==> src/rtl/vid_pkg.sv <==
// Shared timing defaults, state encoding and colour constants for the video output path.
package vid_pkg;
  localparam int DEF_H_ACTIVE = 640;
  localparam int DEF_H_FP     = 16;
  localparam int DEF_H_SYNC   = 96;
  localparam int DEF_H_BP     = 48;
  localparam int DEF_V_ACTIVE = 480;
  localparam int DEF_V_FP     = 10;
  localparam int DEF_V_SYNC   = 2;
  localparam int DEF_V_BP     = 33;

  localparam logic [23:0] BLACK   = 24'h000000;
  localparam logic [23:0] MAGENTA = 24'hff00ff;

  typedef enum logic [1:0] {
    IDLE = 2'd0,
    FILL = 2'd1,
    RUN  = 2'd2
  } vid_out_state_t;

  function automatic int total(input int active, input int fp, input int sync, input int bp);
    return active + fp + sync + bp;
  endfunction
endpackage

==> src/rtl/sync_fifo.sv <==
// Single-clock FIFO with registered read data (valid the cycle after pop), level output and one-cycle flush.
// Write-to-read latency 1; a push while full is accepted only when a pop frees a slot in the same cycle.
module sync_fifo #(
  parameter int WIDTH = 8,
  parameter int DEPTH = 16
) (
  input  logic                   i_clk,
  input  logic                   i_rst,
  input  logic                   i_flush,
  input  logic                   i_push,
  input  logic [WIDTH-1:0]       i_wdata,
  input  logic                   i_pop,
  output logic [WIDTH-1:0]       o_rdata,
  output logic [$clog2(DEPTH):0] o_level,
  output logic                   o_full,
  output logic                   o_empty
);
  localparam int AW = $clog2(DEPTH);
  localparam int LW = AW + 1;

  logic [WIDTH-1:0] r_mem [DEPTH];
  logic [AW-1:0]    r_wr_ptr;
  logic [AW-1:0]    r_rd_ptr;
  logic [LW-1:0]    r_count;
  logic             w_push;
  logic             w_pop;

  assign o_full  = (r_count == LW'(DEPTH));
  assign o_empty = (r_count == '0);
  assign o_level = r_count;
  assign w_pop   = i_pop && !o_empty && !i_flush;
  assign w_push  = i_push && (!o_full || w_pop) && !i_flush;

  always_ff @(posedge i_clk) begin
    if (w_push) r_mem[r_wr_ptr] <= i_wdata;
  end

  always_ff @(posedge i_clk or posedge i_rst) begin
    if (i_rst) begin
      r_wr_ptr <= '0;
      r_rd_ptr <= '0;
      r_count  <= '0;
      o_rdata  <= '0;
    end else if (i_flush) begin
      r_wr_ptr <= '0;
      r_rd_ptr <= '0;
      r_count  <= '0;
    end else begin
      if (w_push) r_wr_ptr <= r_wr_ptr + AW'(1);
      if (w_pop) begin
        r_rd_ptr <= r_rd_ptr + AW'(1);
        o_rdata  <= r_mem[r_rd_ptr];
      end
      case ({w_push, w_pop})
        2'b10:   r_count <= r_count + LW'(1);
        2'b01:   r_count <= r_count - LW'(1);
        default: r_count <= r_count;
      endcase
    end
  end
endmodule

==> src/rtl/vid_out.sv <==
// Raster generator fed from the buffered pixel stream; checks eol/eof markers against the raster.
// Raster position reaches vga_* two clocks later; the input has no backpressure, excess pushes are dropped.
module vid_out
  import vid_pkg::*;
#(
  parameter int          H_ACTIVE        = DEF_H_ACTIVE,
  parameter int          H_FP            = DEF_H_FP,
  parameter int          H_SYNC          = DEF_H_SYNC,
  parameter int          H_BP            = DEF_H_BP,
  parameter int          V_ACTIVE        = DEF_V_ACTIVE,
  parameter int          V_FP            = DEF_V_FP,
  parameter int          V_SYNC          = DEF_V_SYNC,
  parameter int          V_BP            = DEF_V_BP,
  parameter int          FIFO_DEPTH      = 16,
  parameter int          PREFILL         = 8,
  parameter logic [23:0] UNDERFLOW_COLOR = MAGENTA
) (
  input  logic        vo_clk,
  input  logic        vo_reset,
  input  logic        in_vsync,
  input  logic        in_req,
  input  logic        in_eol,
  input  logic        in_eof,
  input  logic [23:0] in_pixel,
  input  logic        status_clr,
  output logic        vga_hsync,
  output logic        vga_vsync,
  output logic        vga_de,
  output logic [23:0] vga_pixel,
  output logic        underflow,
  output logic        overflow,
  output logic        sync_err
);
  localparam int H_TOTAL = total(H_ACTIVE, H_FP, H_SYNC, H_BP);
  localparam int V_TOTAL = total(V_ACTIVE, V_FP, V_SYNC, V_BP);
  localparam int HW = $clog2(H_TOTAL);
  localparam int VW = $clog2(V_TOTAL);
  localparam int LW = $clog2(FIFO_DEPTH) + 1;

  localparam logic [HW-1:0] H_ACT   = HW'(H_ACTIVE);
  localparam logic [HW-1:0] H_SYNC0 = HW'(H_ACTIVE + H_FP);
  localparam logic [HW-1:0] H_SYNC1 = HW'(H_ACTIVE + H_FP + H_SYNC);
  localparam logic [HW-1:0] H_LAST  = HW'(H_TOTAL - 1);
  localparam logic [VW-1:0] V_ACT   = VW'(V_ACTIVE);
  localparam logic [VW-1:0] V_SYNC0 = VW'(V_ACTIVE + V_FP);
  localparam logic [VW-1:0] V_SYNC1 = VW'(V_ACTIVE + V_FP + V_SYNC);
  localparam logic [VW-1:0] V_LAST  = VW'(V_TOTAL - 1);
  localparam logic [LW-1:0] PRE_LVL = LW'(PREFILL);

  logic [HW-1:0]  r_h_cnt;
  logic [VW-1:0]  r_v_cnt;
  vid_out_state_t r_state;
  logic           r_bad;

  logic           r_s1_de, r_s1_hs_n, r_s1_vs_n, r_s1_show, r_s1_uf;
  logic           r_s1_popped, r_s1_last_col, r_s1_last_px;
  logic           r_underflow, r_overflow, r_sync_err;

  logic           w_active, w_hs_n, w_vs_n, w_boundary, w_last_col, w_last_px;
  logic           w_push, w_pop, w_flush, w_full, w_empty;
  logic [LW-1:0]  w_level;
  logic [25:0]    w_rdata;
  logic           w_uf_ev, w_of_ev, w_sync_ev, w_err_ev;

  assign w_active   = (r_h_cnt < H_ACT) && (r_v_cnt < V_ACT);
  assign w_hs_n     = !((r_h_cnt >= H_SYNC0) && (r_h_cnt < H_SYNC1));
  assign w_vs_n     = !((r_v_cnt >= V_SYNC0) && (r_v_cnt < V_SYNC1));
  assign w_boundary = (r_h_cnt == H_LAST) && (r_v_cnt == V_LAST);
  assign w_last_col = w_active && (r_h_cnt == H_ACT - HW'(1));
  assign w_last_px  = w_last_col && (r_v_cnt == V_ACT - VW'(1));

  assign w_push  = in_req && (r_state != IDLE);
  assign w_pop   = w_active && (r_state == RUN);
  assign w_flush = in_vsync && (r_state != RUN);

  // Markers are checked one cycle late, against the position the entry was popped at.
  assign w_uf_ev   = w_pop && w_empty;
  assign w_of_ev   = w_push && w_full && !w_pop && !w_flush;
  assign w_sync_ev = r_s1_popped &&
                     ((w_rdata[25] != r_s1_last_col) || (w_rdata[24] != r_s1_last_px));
  assign w_err_ev  = w_uf_ev || w_of_ev || w_sync_ev;

  sync_fifo #(
    .WIDTH (26),
    .DEPTH (FIFO_DEPTH)
  ) u_fifo (
    .i_clk   (vo_clk),
    .i_rst   (vo_reset),
    .i_flush (w_flush),
    .i_push  (w_push),
    .i_wdata ({in_eol, in_eof, in_pixel}),
    .i_pop   (w_pop),
    .o_rdata (w_rdata),
    .o_level (w_level),
    .o_full  (w_full),
    .o_empty (w_empty)
  );

  always_ff @(posedge vo_clk or posedge vo_reset) begin
    if (vo_reset) begin
      r_h_cnt <= '0;
      r_v_cnt <= '0;
    end else if (r_h_cnt == H_LAST) begin
      r_h_cnt <= '0;
      r_v_cnt <= (r_v_cnt == V_LAST) ? '0 : r_v_cnt + VW'(1);
    end else begin
      r_h_cnt <= r_h_cnt + HW'(1);
    end
  end

  always_ff @(posedge vo_clk or posedge vo_reset) begin
    if (vo_reset) begin
      r_state <= IDLE;
      r_bad   <= 1'b0;
    end else begin
      case (r_state)
        IDLE: if (in_vsync) r_state <= FILL;
        FILL: begin
          if (w_of_ev) begin
            r_state <= IDLE;
          end else if (!in_vsync && w_boundary && (w_level >= PRE_LVL)) begin
            r_state <= RUN;
            r_bad   <= 1'b0;
          end
        end
        RUN: begin
          if (w_boundary) begin
            if (r_bad || w_err_ev) r_state <= IDLE;
            r_bad <= 1'b0;
          end else if (w_err_ev) begin
            r_bad <= 1'b1;
          end
        end
        default: r_state <= IDLE;
      endcase
    end
  end

  always_ff @(posedge vo_clk or posedge vo_reset) begin
    if (vo_reset) begin
      r_s1_de       <= 1'b0;
      r_s1_hs_n     <= 1'b1;
      r_s1_vs_n     <= 1'b1;
      r_s1_show     <= 1'b0;
      r_s1_uf       <= 1'b0;
      r_s1_popped   <= 1'b0;
      r_s1_last_col <= 1'b0;
      r_s1_last_px  <= 1'b0;
      vga_de        <= 1'b0;
      vga_hsync     <= 1'b1;
      vga_vsync     <= 1'b1;
      vga_pixel     <= '0;
    end else begin
      r_s1_de       <= w_active;
      r_s1_hs_n     <= w_hs_n;
      r_s1_vs_n     <= w_vs_n;
      r_s1_show     <= w_pop;
      r_s1_uf       <= w_uf_ev;
      r_s1_popped   <= w_pop && !w_empty;
      r_s1_last_col <= w_last_col;
      r_s1_last_px  <= w_last_px;
      vga_de        <= r_s1_de;
      vga_hsync     <= r_s1_hs_n;
      vga_vsync     <= r_s1_vs_n;
      if (!r_s1_de)       vga_pixel <= BLACK;
      else if (r_s1_uf)   vga_pixel <= UNDERFLOW_COLOR;
      else if (r_s1_show) vga_pixel <= w_rdata[23:0];
      else                vga_pixel <= BLACK;
    end
  end

  always_ff @(posedge vo_clk or posedge vo_reset) begin
    if (vo_reset) begin
      r_underflow <= 1'b0;
      r_overflow  <= 1'b0;
      r_sync_err  <= 1'b0;
    end else begin
      if (w_uf_ev)         r_underflow <= 1'b1;
      else if (status_clr) r_underflow <= 1'b0;
      if (w_of_ev)         r_overflow  <= 1'b1;
      else if (status_clr) r_overflow  <= 1'b0;
      if (w_sync_ev)       r_sync_err  <= 1'b1;
      else if (status_clr) r_sync_err  <= 1'b0;
    end
  end

  assign underflow = r_underflow;
  assign overflow  = r_overflow;
  assign sync_err  = r_sync_err;
endmodule
==> config.mk <==
export PLATFORM = sky130hd
export DESIGN_NAME = vid_out
export DESIGN_NICKNAME = d
export VERILOG_FILES = /design/src/rtl/vid_pkg.sv /design/src/rtl/sync_fifo.sv /design/src/rtl/vid_out.sv
export SDC_FILE = /design/constraint.sdc
export NUM_CORES = 1
export LEC_CHECK = 0
export BUFFER_PORTS_ARGS = -buffer_cell sky130_fd_sc_hd__buf_4
export CELL_PAD_IN_SITES_DETAIL_PLACEMENT = 1
export CELL_PAD_IN_SITES_GLOBAL_PLACEMENT = 2
export CORE_UTILIZATION = 25
export CTS_CLUSTER_DIAMETER = 100
export CTS_CLUSTER_SIZE = 30
export DETAILED_ROUTE_END_ITERATION = 8
export PLACE_DENSITY = 0.44
export SLEW_MARGIN = 0
export SYNTH_ARGS = -nofsm -noshare
export SYNTH_HDL_FRONTEND = slang
export SYNTH_HIERARCHICAL = 1
export SYNTH_SLANG_ARGS = --single-unit
==> constraint.sdc <==
create_clock -name vo_clk -period 10.53 [get_ports vo_clk]
set_clock_uncertainty 0.1 [all_clocks]
set_input_delay 1.5795 -clock vo_clk [delete_from_list [all_inputs] [get_ports vo_clk]]
set_output_delay 1.5795 -clock vo_clk [all_outputs]
set_load 0.02 [all_outputs]
# Yosys cells after proc, flatten, opt, wreduce, memory -nomap -nowiden

Memories as Yosys holds them, arrays and structs flattened. A register that Yosys moved wholly into a read port is not among the register bits.
Index checks and enable logic that the tools add are counted.
Widths: inputs -> output; s select.

Output and inout bits: 30
Input port bits: 31
ROM bits: 0
Memories: 1
Bits in latches: 0
Bits in writable memories: 416
Logic and storage cells: 129
Register bits after elaboration: 74

Bitwise operators: 1
$mul: 0
Reduce and logical (&&, ||, !) cells: 45
Equal/unequal tests: 19
Magnitude comparators: 7
Shift operators: 0
Muxes and demuxes: 28
Div/mod/pow operators: 0
$add $sub $neg: 6

Memories:

| memory       | words | width | rd ports | clocked after memory_dff | wr ports | line            | text |
|---|---|---|---|---|---|---|---|
| u_fifo.r_mem | 16    | 26    | 1        | 1                        | 1        | sync_fifo.sv:21 | `logic [WIDTH-1:0] r_mem [DEPTH];` |

Operators by type and width:

| operator              | count |
|---|---|
| $mux 24               | 3 |
| $eq 10x10->1 const B  | 3 |
| $add 10x1->10 const B | 2 |
| $logic_and 1x1->1     | 20 |
| $lt 10x10->1 const B  | 2 |
| $lt 10x9->1 const B   | 2 |
| $mux 10               | 2 |
| $mux 4                | 4 |
| $reduce_bool 2->1     | 7 |
| $eq 10x9->1 const B   | 1 |
| $ge 10x10->1 const B  | 1 |
| $ge 10x9->1 const B   | 1 |
| $mux 1                | 10 |
| $mux 2                | 5 |
| $ne 2x2->1 const B    | 5 |
| $pmux 5 s2            | 1 |
| $add 4x1->4 const B   | 2 |
| $reduce_and 4->1      | 2 |
| $logic_not 1->1       | 7 |
| $ne 3x3->1 const B    | 2 |
| $pmux 2 s3            | 1 |
| $add 5x1->5 const B   | 1 |
| $eq 5x5->1 const B    | 1 |
| $ge 5x4->1 const B    | 1 |
| other kinds (13)      | 20 |

# Logic depth before layout (Yosys ltp)

Depth in word-level cells: 12
Mapped depth: 14

# Cells and area by module

Netlist, hierarchy kept.

By module, submodules not included:

| module    | instances | cells each | area each (um2) | seq. area each (um2) |
|---|---|---|---|---|
| sync_fifo | 1         | 812        | 17794.6         | 13467.9 |
| vid_out   | 1         | 216        | 2509.9          | 1531.5 |

# Worst setup path after synthesis

Ideal clock, no wire load.

Kind: in2reg
Start: in in_req
End: mem u_fifo.r_mem[0][0] (enable)
Stages on the path: 5
Data arrival time: 4.218 ns
Library setup time: 0.442 ns
Slack: 5.771 ns
Cells stage by stage: o21a_1 inv_1 a211oi_1 nand2_1 nor3_1

Longest elaborated chain between the ends: 5

RTL lines:

| element                        | line            | text |
|---|---|---|
| from (decl)                    | vid_out.sv:21   | `input logic in_req,` |
| $logic_and 1x1->1              | vid_out.sv:72   | `assign w_push = in_req && (r_state != IDLE);` |
| $logic_and 1x1->1 (2 in a row) | sync_fifo.sv:32 | `assign w_push = i_push && (!o_full \|\| w_pop) && !i_flush;` |
| $mux 1                         | sync_fifo.sv:35 | `if (w_push) r_mem[r_wr_ptr] <= i_wdata;` |
| $mux 1 (implied by the code)   | sync_fifo.sv:35 |  |
| to (decl)                      | sync_fifo.sv:21 |  |

Every way passes these cells.

# Final worst setup path

Start: reg r_v_cnt[5]
End: mem u_fifo.r_mem[10][7] (enable)

Longest elaborated chain between the ends: 10

RTL lines:

| element                        | line            | text |
|---|---|---|
| from (decl)                    | vid_out.sv:51   | `logic [VW-1:0] r_v_cnt;` |
| from (signal assigned)         | vid_out.sv:105  | `r_v_cnt <= (r_v_cnt == V_LAST) ? '0 : r_v_cnt + VW'(1);` |
| $lt 10x9->1                    | vid_out.sv:65   | `assign w_active = (r_h_cnt < H_ACT) && (r_v_cnt < V_ACT);` |
| $logic_and 1x1->1              | vid_out.sv:65   |  |
| $logic_and 1x1->1              | vid_out.sv:73   | `assign w_pop = w_active && (r_state == RUN);` |
| via w_pop                      | vid_out.sv:60   | `logic w_push, w_pop, w_flush, w_full, w_empty;` |
| $logic_and 1x1->1 (2 in a row) | sync_fifo.sv:31 | `assign w_pop = i_pop && !o_empty && !i_flush;` |
| $logic_or 1x1->1               | sync_fifo.sv:32 |  |
| $logic_and 1x1->1 (2 in a row) | sync_fifo.sv:32 |  |
| $mux 1                         | sync_fifo.sv:35 |  |
| $mux 1 (implied by the code)   | sync_fifo.sv:35 |  |

The timed path passes the listed nets, and every way through them passes these cells.

==> results.cfg <==
[critical_path]
critPathKind = reg2reg
startpoint_type = flip-flop
slowest_stage = nor2_4
crit_chain = a41oi_1 > nand3_1 > inv_1 > inv_1 > a211oi_1 > nand2_1 > nor2_4
crit_path_end_kind = flip-flop
crit_path_max_fanout = 26
crit_arrival_ns = 4.01
cp_slowest_stage_delay_ns = 0.85
cpMostUsedCell = inv_1
crit_required_ns = 10.66

[place]
dp_slack_ns = 6.03
gp_congestion = 0.695
hpwl_um = 28200
place.port_buffers = 60

[timing]
finalSetupViolCount = 0
relSlewSlack_pct = 32.2
worst_slack_ns = 6.65
post-route-period-util_pct = 36.8
worstMarginPinSlew_ns = 1.01
rsz0062_at_grt = no
finalCriticalPeriod_ns = 3.88
finalMaxSlewViolations = 0
finalSetupTns_ns = 0
hold_ws_ns = 0.264
fmax_ghz = 0.258
finalHoldViolCount = 0

[clock_tree]
cts.sinks = 516
cts-htree-levels = 1
clockBufferDepth = 3
clock_latency_ns = 0.62
cts_hold_buf = 0
cts_setup_buffers = 0
cts_tree = done
cts.clk_slew.worst_paths_ns = 0.09
numCtsBuffers = 30
ctsRootBufferMaster = clkbuf_16
cts_resized = 0

[routing]
routedWlPerCell_um = 23.1
drt_iter0_markers = 465
ant_nets = 0
num_vias = 9568
routed_wl_um = 50400
dr.pass1.iters = 4
vias_per_cell = 4.40
drc = 0

[die]
fp-row-count = 104
die_area_mm2 = 0.0824
initial_utilization_pct = 25.2
io_pins = 61
fp.dieW_um = 287
die_h_um = 287
core_area_mm2 = 0.0804

[power_and_ir_drop]
peakVddDrop_uv = 121
p_int_mw = 2.86
power_mw = 3.72
p_clk_share_pct = 37.2
p_seq_share_pct = 59.8
switchingPower_uw = 863
p_per_area_mw_per_mm2 = 161
p_sw_share_pct = 23.2
comb_power_share_pct = 3.0
p_leak_nw = 7.55

[status]
run_status = finished, final reports clean

[logic_synthesis]
seq_area_frac_synth_pct = 73.9
synth_cell_types = 60
postSynthCellCount = 1028
synth_top_area_share_pct = 61.5
synth_area_per_cell_um2 = 19.8
synth_seq_cells = 516
synth_async_sr_flop_share_pct = 19.4
synth_largest_area_cell = edfxtp_1
synth_nets = 1072
synthTopCellsByArea = edfxtp_1, dfrtp_1, mux4_2
synthFlopType = edfxtp_1
yosysWarnings = 6
synth_area_mm2 = 0.0203
synth_edf_count = 416

[global_routing]
grt_max_degree = 62
grt_pass1_wl_um = 74400
grt_pass1_vias = 10600
antenna_found_initial = 1
grt_usage_pct = 12.4
grt-ovfl-total = 0

[layout]
diodes = 0
final_cell_mix = edfxtp_1, mux4_2, dfrtp_1
nNetsFinal = 1137
final_common_cell = edfxtp_1
areaGrowthSynthToFinish_pct = 13.7
layout-drive-gt1-share_pct = 27.3
final_core_util_pct = 28.7

[worst_hold_path]
hp-class = reg2reg

[job]
cap_violations = 0
state kept, by name (all words and copies together) (netlist names), 2 cells and up:
signal	flops
r_state	2
u_fifo/r_rd_ptr	4
u_fifo/r_mem	416
r_h_cnt	10
r_v_cnt	10
vga_pixel	24
u_fifo/o_rdata	26
u_fifo/o_level	5
u_fifo/r_wr_ptr	4
synthesized netlist by cell type, types with 8 or more instances:
cell type,count
buf_2,14
clkbuf_1,15
ha_1,12
dfrtp_1,96
and2_1,14
xnor2_1,9
nand3_1,12
buf_6,8
o221ai_2,21
nor2_1,42
nor3_1,11
a21o_1,16
mux4_2,104
xor2_1,15
nand2_1,46
inv_1,21
o21ai_0,12
edfxtp_1,416
mux2i_1,55
per-layer routing:
metal	routed length, µm	vias up	part of all wire (%)	GRT usage (%)
li1	-	4210	-	-
met5	11	-	0.022	0
met2	24200	102	48	20.6
met1	24000	5208	48	17.4
met4	824	2	1.6	2.19
met3	1250	46	2.5	1.48
power groups by stage:
stage / Clock, mW / Combinational, mW / Sequential, mW
after CTS: 1.45 / 0.118 / 2.23
after floorplan: 0 / 0.0546 / 2.27
after global placement: 0 / 0.116 / 2.27
after global routing: 1.51 / 0.126 / 2.23
final: 1.38 / 0.111 / 2.23
after detailed placement: 0 / 0.117 / 2.27
cell families (layout without fill, tap and decap cells):
logic type	Yosys count	after routing	synth area share (%)
mux	163	163	14.5
flops	516	516	73.9
fa+ha+maj	13	13	0.838
xor+xnor	24	24	1.04
compound gates	78	78	3.60
simple gates	162	162	4.01
buf+inv	72	161	2.17
final cells by class:
class | instances | area [µm²]
clock buffer | 33 | 772
timing repair buffer | 84 | 631
multi-input combinational | 440 | 4980
tap | 1060 | 1330
clock inverter | 23 | 297
sequential | 516 | 15000
fill | 8260 | 57300
inverter | 21 | 80.1
final timing paths:
check                      slack [ns]  depth (start not counted)        from                   to
max                              6.65                          7  r_v_cnt[5]  u_fifo/r_mem[10][7]
min                              0.26                          0   r_s1_hs_n            vga_hsync
max reg2reg                      6.65                          7  r_v_cnt[5]  u_fifo/r_mem[10][7]
min reg2reg                      0.26                          0   r_s1_hs_n            vga_hsync
max in group asynchronous        8.51                          3    vo_reset           r_state[1]
min in group asynchronous        1.07                          3    vo_reset    u_fifo/o_rdata[0]
worst max-delay path: cells and delay by family, from the launching register on:
| kind | cells | cell delay [ns] |
|---|---|---|
| AO/OA/AOI/OAI | 2 | 1.01 |
| buffers and inverters | 2 | 0.44 |
| flip-flops | 1 | 0.47 |
| AND/OR/NAND/NOR | 3 | 1.46 |
per-stage QoR:
step / cell area [µm²] / std cells
floorplan: 20300 / 1028
global placement: 22000 / 2121
detailed placement: 22000 / 2121
CTS: 23100 / 2177
global route: 23100 / 2177
finish: 23100 / 2177
Note: power is estimated with default switching activity, not from simulation.
